<file path="src/rtl/axi_isolate_seq.sv">
// Purpose : power-down sequencer driving the axi_isolate handshake, the domain clock gate and the power switch.
// Latency : Moore FSM, one cycle per transition; every output is decoded from registered state only.
// Backpr. : waits on isolated_i / pwr_ack_i; DRAIN gives up after TimeoutCycles, power handshakes never do.
//
// Ports: clk_i, rst_ni (async, active low); iso_req_i level request (1 = domain off);
//        isolate_o -> axi_isolate.isolate_i, isolated_i <- axi_isolate.isolated_o;
//        clk_en_o downstream clock enable; pwr_req_o / pwr_ack_i power switch 4-phase handshake;
//        state_o FSM encoding; timeout_err_o sticky timeout flag cleared by err_clr_i; busy_o in transit.
// Option : define AXI_ISOLATE_SEQ_PWR_EN to include the PWR_DN / PWR_UP power handshake states.
//          Without it GATE goes straight to OFF, OFF straight to UNGATE, and pwr_req_o is tied high.
module axi_isolate_seq #(
    parameter int unsigned TimeoutCycles   = 32'd1024,
    parameter int unsigned ClkSettleCycles = 32'd4
) (
    input  logic       clk_i,
    input  logic       rst_ni,
    input  logic       iso_req_i,
    output logic       isolate_o,
    input  logic       isolated_i,
    output logic       clk_en_o,
    output logic       pwr_req_o,
    input  logic       pwr_ack_i,
    output logic [2:0] state_o,
    output logic       timeout_err_o,
    input  logic       err_clr_i,
    output logic       busy_o
);

    // A settle time of 0 still needs one cycle in GATE/UNGATE.
    localparam int unsigned SettleEff = (ClkSettleCycles < 32'd1) ? 32'd1 : ClkSettleCycles;
    localparam int unsigned CntMax    = (TimeoutCycles > SettleEff) ? TimeoutCycles : SettleEff;
    localparam int          CntW      = $clog2(CntMax + 1);

    localparam logic [CntW-1:0] CntSat      = '1;
    localparam logic [CntW-1:0] CntOne      = CntW'(1);
    localparam logic [CntW-1:0] SettleLast  = CntW'(SettleEff - 32'd1);
    // Only meaningful when TimeoutCycles != 0; the timeout term is gated on that.
    localparam logic [CntW-1:0] TimeoutLast = CntW'(TimeoutCycles - 32'd1);

    typedef enum logic [2:0] {
        ST_ACTIVE  = 3'd0,
        ST_DRAIN   = 3'd1,
        ST_GATE    = 3'd2,
        ST_PWR_DN  = 3'd3,
        ST_OFF     = 3'd4,
        ST_PWR_UP  = 3'd5,
        ST_UNGATE  = 3'd6,
        ST_RELEASE = 3'd7
    } state_e;

    state_e          state_q, state_d;
    logic [CntW-1:0] cnt_q, cnt_d;
    logic            err_q, err_d;
    logic            wait_st;
    logic            timeout_hit;
    logic            pwr_req_tbl;

    // Next state, shared dwell counter and sticky error flag.
    always_comb begin
        state_d = state_q;
        wait_st = 1'b0;
        case (state_q)
            ST_ACTIVE: begin
                if (iso_req_i) state_d = ST_DRAIN;
            end
            ST_DRAIN: begin
                wait_st = 1'b1;
                // A dropped request aborts even if isolation just completed.
                if (!iso_req_i)      state_d = ST_ACTIVE;
                else if (isolated_i) state_d = ST_GATE;
            end
            ST_GATE: begin
`ifdef AXI_ISOLATE_SEQ_PWR_EN
                if (cnt_q == SettleLast) state_d = ST_PWR_DN;
`else
                if (cnt_q == SettleLast) state_d = ST_OFF;
`endif
            end
`ifdef AXI_ISOLATE_SEQ_PWR_EN
            ST_PWR_DN: begin
                wait_st = 1'b1;
                if (!pwr_ack_i) state_d = ST_OFF;
            end
            ST_PWR_UP: begin
                wait_st = 1'b1;
                if (pwr_ack_i) state_d = ST_UNGATE;
            end
`endif
            ST_OFF: begin
`ifdef AXI_ISOLATE_SEQ_PWR_EN
                if (!iso_req_i) state_d = ST_PWR_UP;
`else
                if (!iso_req_i) state_d = ST_UNGATE;
`endif
            end
            ST_UNGATE: begin
                if (cnt_q == SettleLast) state_d = ST_RELEASE;
            end
            ST_RELEASE: begin
                wait_st = 1'b1;
                if (!isolated_i) state_d = ST_ACTIVE;
            end
            default: state_d = ST_ACTIVE;
        endcase

        // Timeout only when the wait would otherwise continue this cycle.
        timeout_hit = (TimeoutCycles != 32'd0) && wait_st && (state_d == state_q) &&
                      (cnt_q == TimeoutLast);
        // Only DRAIN may be abandoned; power handshakes keep waiting.
        if (timeout_hit && (state_q == ST_DRAIN)) state_d = ST_ACTIVE;

        if (state_d != state_q)  cnt_d = '0;
        else if (cnt_q == CntSat) cnt_d = cnt_q;
        else                      cnt_d = cnt_q + CntOne;

        // Set wins over a simultaneous clear.
        if (timeout_hit)    err_d = 1'b1;
        else if (err_clr_i) err_d = 1'b0;
        else                err_d = err_q;
    end

    always_ff @(posedge clk_i or negedge rst_ni) begin
        if (!rst_ni) begin
            state_q <= ST_ACTIVE;
            cnt_q   <= '0;
            err_q   <= 1'b0;
        end else begin
            state_q <= state_d;
            cnt_q   <= cnt_d;
            err_q   <= err_d;
        end
    end

    // Moore output decode.
    always_comb begin
        isolate_o   = 1'b1;
        clk_en_o    = 1'b0;
        pwr_req_tbl = 1'b1;
        case (state_q)
            ST_ACTIVE, ST_RELEASE: begin
                isolate_o = 1'b0;
                clk_en_o  = 1'b1;
            end
            ST_DRAIN, ST_UNGATE: clk_en_o = 1'b1;
            ST_GATE, ST_PWR_UP:  clk_en_o = 1'b0;
            ST_PWR_DN, ST_OFF:   pwr_req_tbl = 1'b0;
            default: begin
                isolate_o = 1'b0;
                clk_en_o  = 1'b1;
            end
        endcase
    end

`ifdef AXI_ISOLATE_SEQ_PWR_EN
    assign pwr_req_o = pwr_req_tbl;
`else
    // No power switch: request stays on and the acknowledge is ignored.
    logic unused_pwr;
    assign unused_pwr = pwr_ack_i ^ pwr_req_tbl;
    assign pwr_req_o  = 1'b1;
`endif

    assign state_o       = state_q;
    assign timeout_err_o = err_q;
    assign busy_o        = !((state_q == ST_ACTIVE) || (state_q == ST_OFF));

endmodule

</file>
<file path="config.mk">
export PLATFORM = sky130hd
export DESIGN_NAME = axi_isolate_seq
export DESIGN_NICKNAME = d
export VERILOG_FILES = /design/src/rtl/axi_isolate_seq.sv
export SDC_FILE = /design/constraint.sdc
export NUM_CORES = 1
export LEC_CHECK = 0
export CORE_MARGIN = 2
export CORE_UTILIZATION = 52
export CTS_CLUSTER_DIAMETER = 60
export DETAILED_ROUTE_END_ITERATION = 8
export HOLD_SLACK_MARGIN = 0.1
export PLACE_DENSITY = 0.8
export SLEW_MARGIN = 20
export SYNTH_ARGS = -nofsm -noshare
export SYNTH_HDL_FRONTEND = slang
export SYNTH_SLANG_ARGS = --single-unit
</file>
<file path="constraint.sdc">
create_clock -name clk_i -period 1.9 [get_ports clk_i]
set_input_delay 0.285 -clock clk_i [delete_from_list [all_inputs] [get_ports clk_i]]
set_output_delay 0.285 -clock clk_i [all_outputs]
set_load 0.02 [all_outputs]
</file>
==> results.toml <==
[status]
status = "finished, final reports clean"

[cts]
cts_tree = "yes"
h-tree-depth = 1
root_buffer = "clkbuf_4"
cts_buffers = 3
holdBufCountCts = 0
clock_latency_ns = 0.30
clock_path_buffers = 2
clk_pin_slew_ns = 0.09
cts_sinks = 15

[synthesis]
netlist_area_sq_um = 960
synth-simple-area-share_pct = 26.5
syn_avg_cell_area_sq_um = 9.69
synthMuxAreaShare_pct = 1.04
synth_top_area_cell = "dfrtp_1"
synth-edff-count = 0
synth_ff_type = "dfrtp_1"
synth_xor_xnor_area_share_pct = 5.48
ys_types = 47
synth_common_cells = "dfrtp_1, nand2_1, nor3_1"
synthesis.instances = 99
synth_fa_ha_area_share_pct = 1.30
synth_most_common_cell = "dfrtp_1"
synth_top_area_share_pct = 39.1
synth-seq-cells = 15
synthArstFlopShare_pct = 100
ys_warn_count = 0
synth_compound_area_share_pct = 18.9
yosysSeqAreaShare_pct = 39.1
syn_nets = 106
synth_top_family_by_area = "simple AND/OR/NAND/NOR gates"
synthTopCellsByArea = "dfrtp_1, xor2_1, buf_6"

[setup_path]
cp_data_arrival_time_ns = 2.01
cp.required_ns = 2.08
cp_max_fo = 6
criticalPathCategory = "flop to flop"
slowest_delay_ns = 0.49
cp_slowest_cell = "or4b_4"
setup.worst_path.start_class = "flop"
path_cells = "ha_1 -> or4b_4 -> o31ai_4 -> a32o_2 -> nor3_1"
cp-end-kind = "flop"
cp_top_family = "compound AO/OA/AOI/OAI gates"
path_buf_inv = 0

[sta]
period_minus_slack_ns = 1.83
rsz0062_at_grt = "true"
min_period_over_period_pct = 96.3
final_hold_viol_count = 0
fin_worst_skew_ns = 0.00679
drv_slew = 0
fmax_ghz = 0.547
setup_viol = 0
tns_ns = 0

[global_route]
grt_pass1_vias = 787
grt_util_all_layers_pct = 21.9
grt_max_degree = 16
grt-ovfl-total = 0
grt_pass1_wl_mm = 3.35
antenna_found_initial = 0

[detailed_routing]
remaining_drc_errors = 0
routed_via_density = 5.97
wl_per_cell_um = 14.2
drt_iter0_markers = 28
vias = 865
first_pass_iters = 4
detail-route-antenna-nets = 0
routed_wl_mm = 2.06

[floorplanning]
initial_utilization_pct = 55.6
dieArea_sq_mm = 0.00221
num_rows = 15
ios = 14
die_w_um = 47.0
core_area_sq_mm = 0.00173
fp.dieH_um = 47.0

[placement]
gp_congestion = 0.936
port_buffers = 11
dp.cells = 139
post-dp-hpwl_mm = 1.43

[power]
p_per_area_mw_per_mm2 = 976
leakagePower_nw = 0.494
peakVddDrop_v = 0.000514

[cells_and_area]
antennaDiodeCount = 0
multi_input_area_sq_um = 534
fin_cells = 145
drive_gt1_share_pct = 23.3
nets = 128
area.growth.synth_to_final_pct = 22.3
seq_area_sq_um = 377
fillers = 141

[hold_path]
hp-class = "input pin to async pin"

[flow_run]
cap_violations = 0
-- layer usage --
| layer | wire [um] | GRT usage (%) | part of all wire [%] |
|---|---|---|---|
| met1 | 910 | 26.4 | 44 |
| met3 | 68 | 4.62 | 3.3 |
| met5 | 0 | 0 | 0 |
| met4 | 77 | 12.8 | 3.7 |
| met2 | 1010 | 35.9 | 49 |
-- stage by stage --
stage,cell area [sq um],power (W),utilization (%),setup slack (ns),hold WS [ns]
after global routing,1170,0.00123,68.0,0.000458,0.309
final,1170,0.00115,68.0,0.0709,0.287
after floorplan,960,0.000787,-,0.123,-0.0106
after CTS,1150,0.00110,66.5,0.00436,0.293
after global placement,1120,0.000903,64.7,0.0342,0.514
after detailed placement,1120,0.000922,64.7,0.0273,0.520
-- final cells by class --
class | count | area share, %
Timing Repair Buffer | 22 | 16.5
Inverter | 3 | 0.959
Tap cell | 25 | 2.67
Multi-Input combinational cell | 76 | 45.5
Sequential cell | 15 | 32.1
Clock buffer | 4 | 2.24
-- timing repair --
action | 4_1_cts | 5_1_grt
endpoints found under the setup margin | 3 | 12
setup buffers | 0 | 1
cloned | 0 | 1
gates resized for setup | 3 | 3
pin swaps | 0 | 2
-- state kept, by name, indices dropped and copies added, names as in the netlist --
name,count
state_o,3
timeout_err_o,1
cnt_q,11
-- placed cells by master (no fill, tap or decap), drive strengths merged, types with 3 or more instances in the layout --
cell type      netlist  final
buf                  4     11
nand2                6      6
nor2                 6      6
dfrtp               15     15
nand3                5      5
inv                  3      3
nor3                 6      6
and3                 3      3
clkbuf               2      4
o21ai                5      5
clkdlybuf4s50        0      9
xor2                 4      4
-- path summary, 6_finish.rpt --
| kind | depth (start not counted) | slack (ns) | start | endpoint |
|---|---|---|---|---|
| worst max-delay path | 5 | 0.07 | cnt_q[0]$_DFFE_PN0P_ | cnt_q[3]$_DFFE_PN0P_ |
| worst min-delay path | 2 | 0.29 | rst_ni | cnt_q[7]$_DFFE_PN0P_ |
| worst max register to register | 5 | 0.07 | cnt_q[0]$_DFFE_PN0P_ | cnt_q[3]$_DFFE_PN0P_ |
| worst min register to register | 2 | 0.53 | timeout_err_o$_DFFE_PN0P_ | timeout_err_o$_DFFE_PN0P_ |
| max in group asynchronous | 2 | 1.42 | rst_ni | state_o[2]$_DFF_PN0_ |
| min in group clk_i | 2 | 0.53 | timeout_err_o$_DFFE_PN0P_ | timeout_err_o$_DFFE_PN0P_ |
-- power by group --
part	internal [W]	switching, W	leakage, nW	total, W
Combinational	0.000256	0.000303	0.276	0.000560
Clock	0.0000819	0.000109	0.0150	0.000191
Sequential	0.000358	0.0000359	0.203	0.000394
Total	0.000696	0.000449	0.494	0.00115
-- logic make-up (layout without fill, tap and decap cells) --
family / after synthesis / count (layout)
buf+inv: 9 / 29
mux: 1 / 1
simple gates: 43 / 43
compound gates: 23 / 24
flops: 15 / 15
fa+ha+maj: 1 / 1
other cells: 1 / 1
xor+xnor: 6 / 6
No activity file was read; power rests on OpenSTA's default activity.
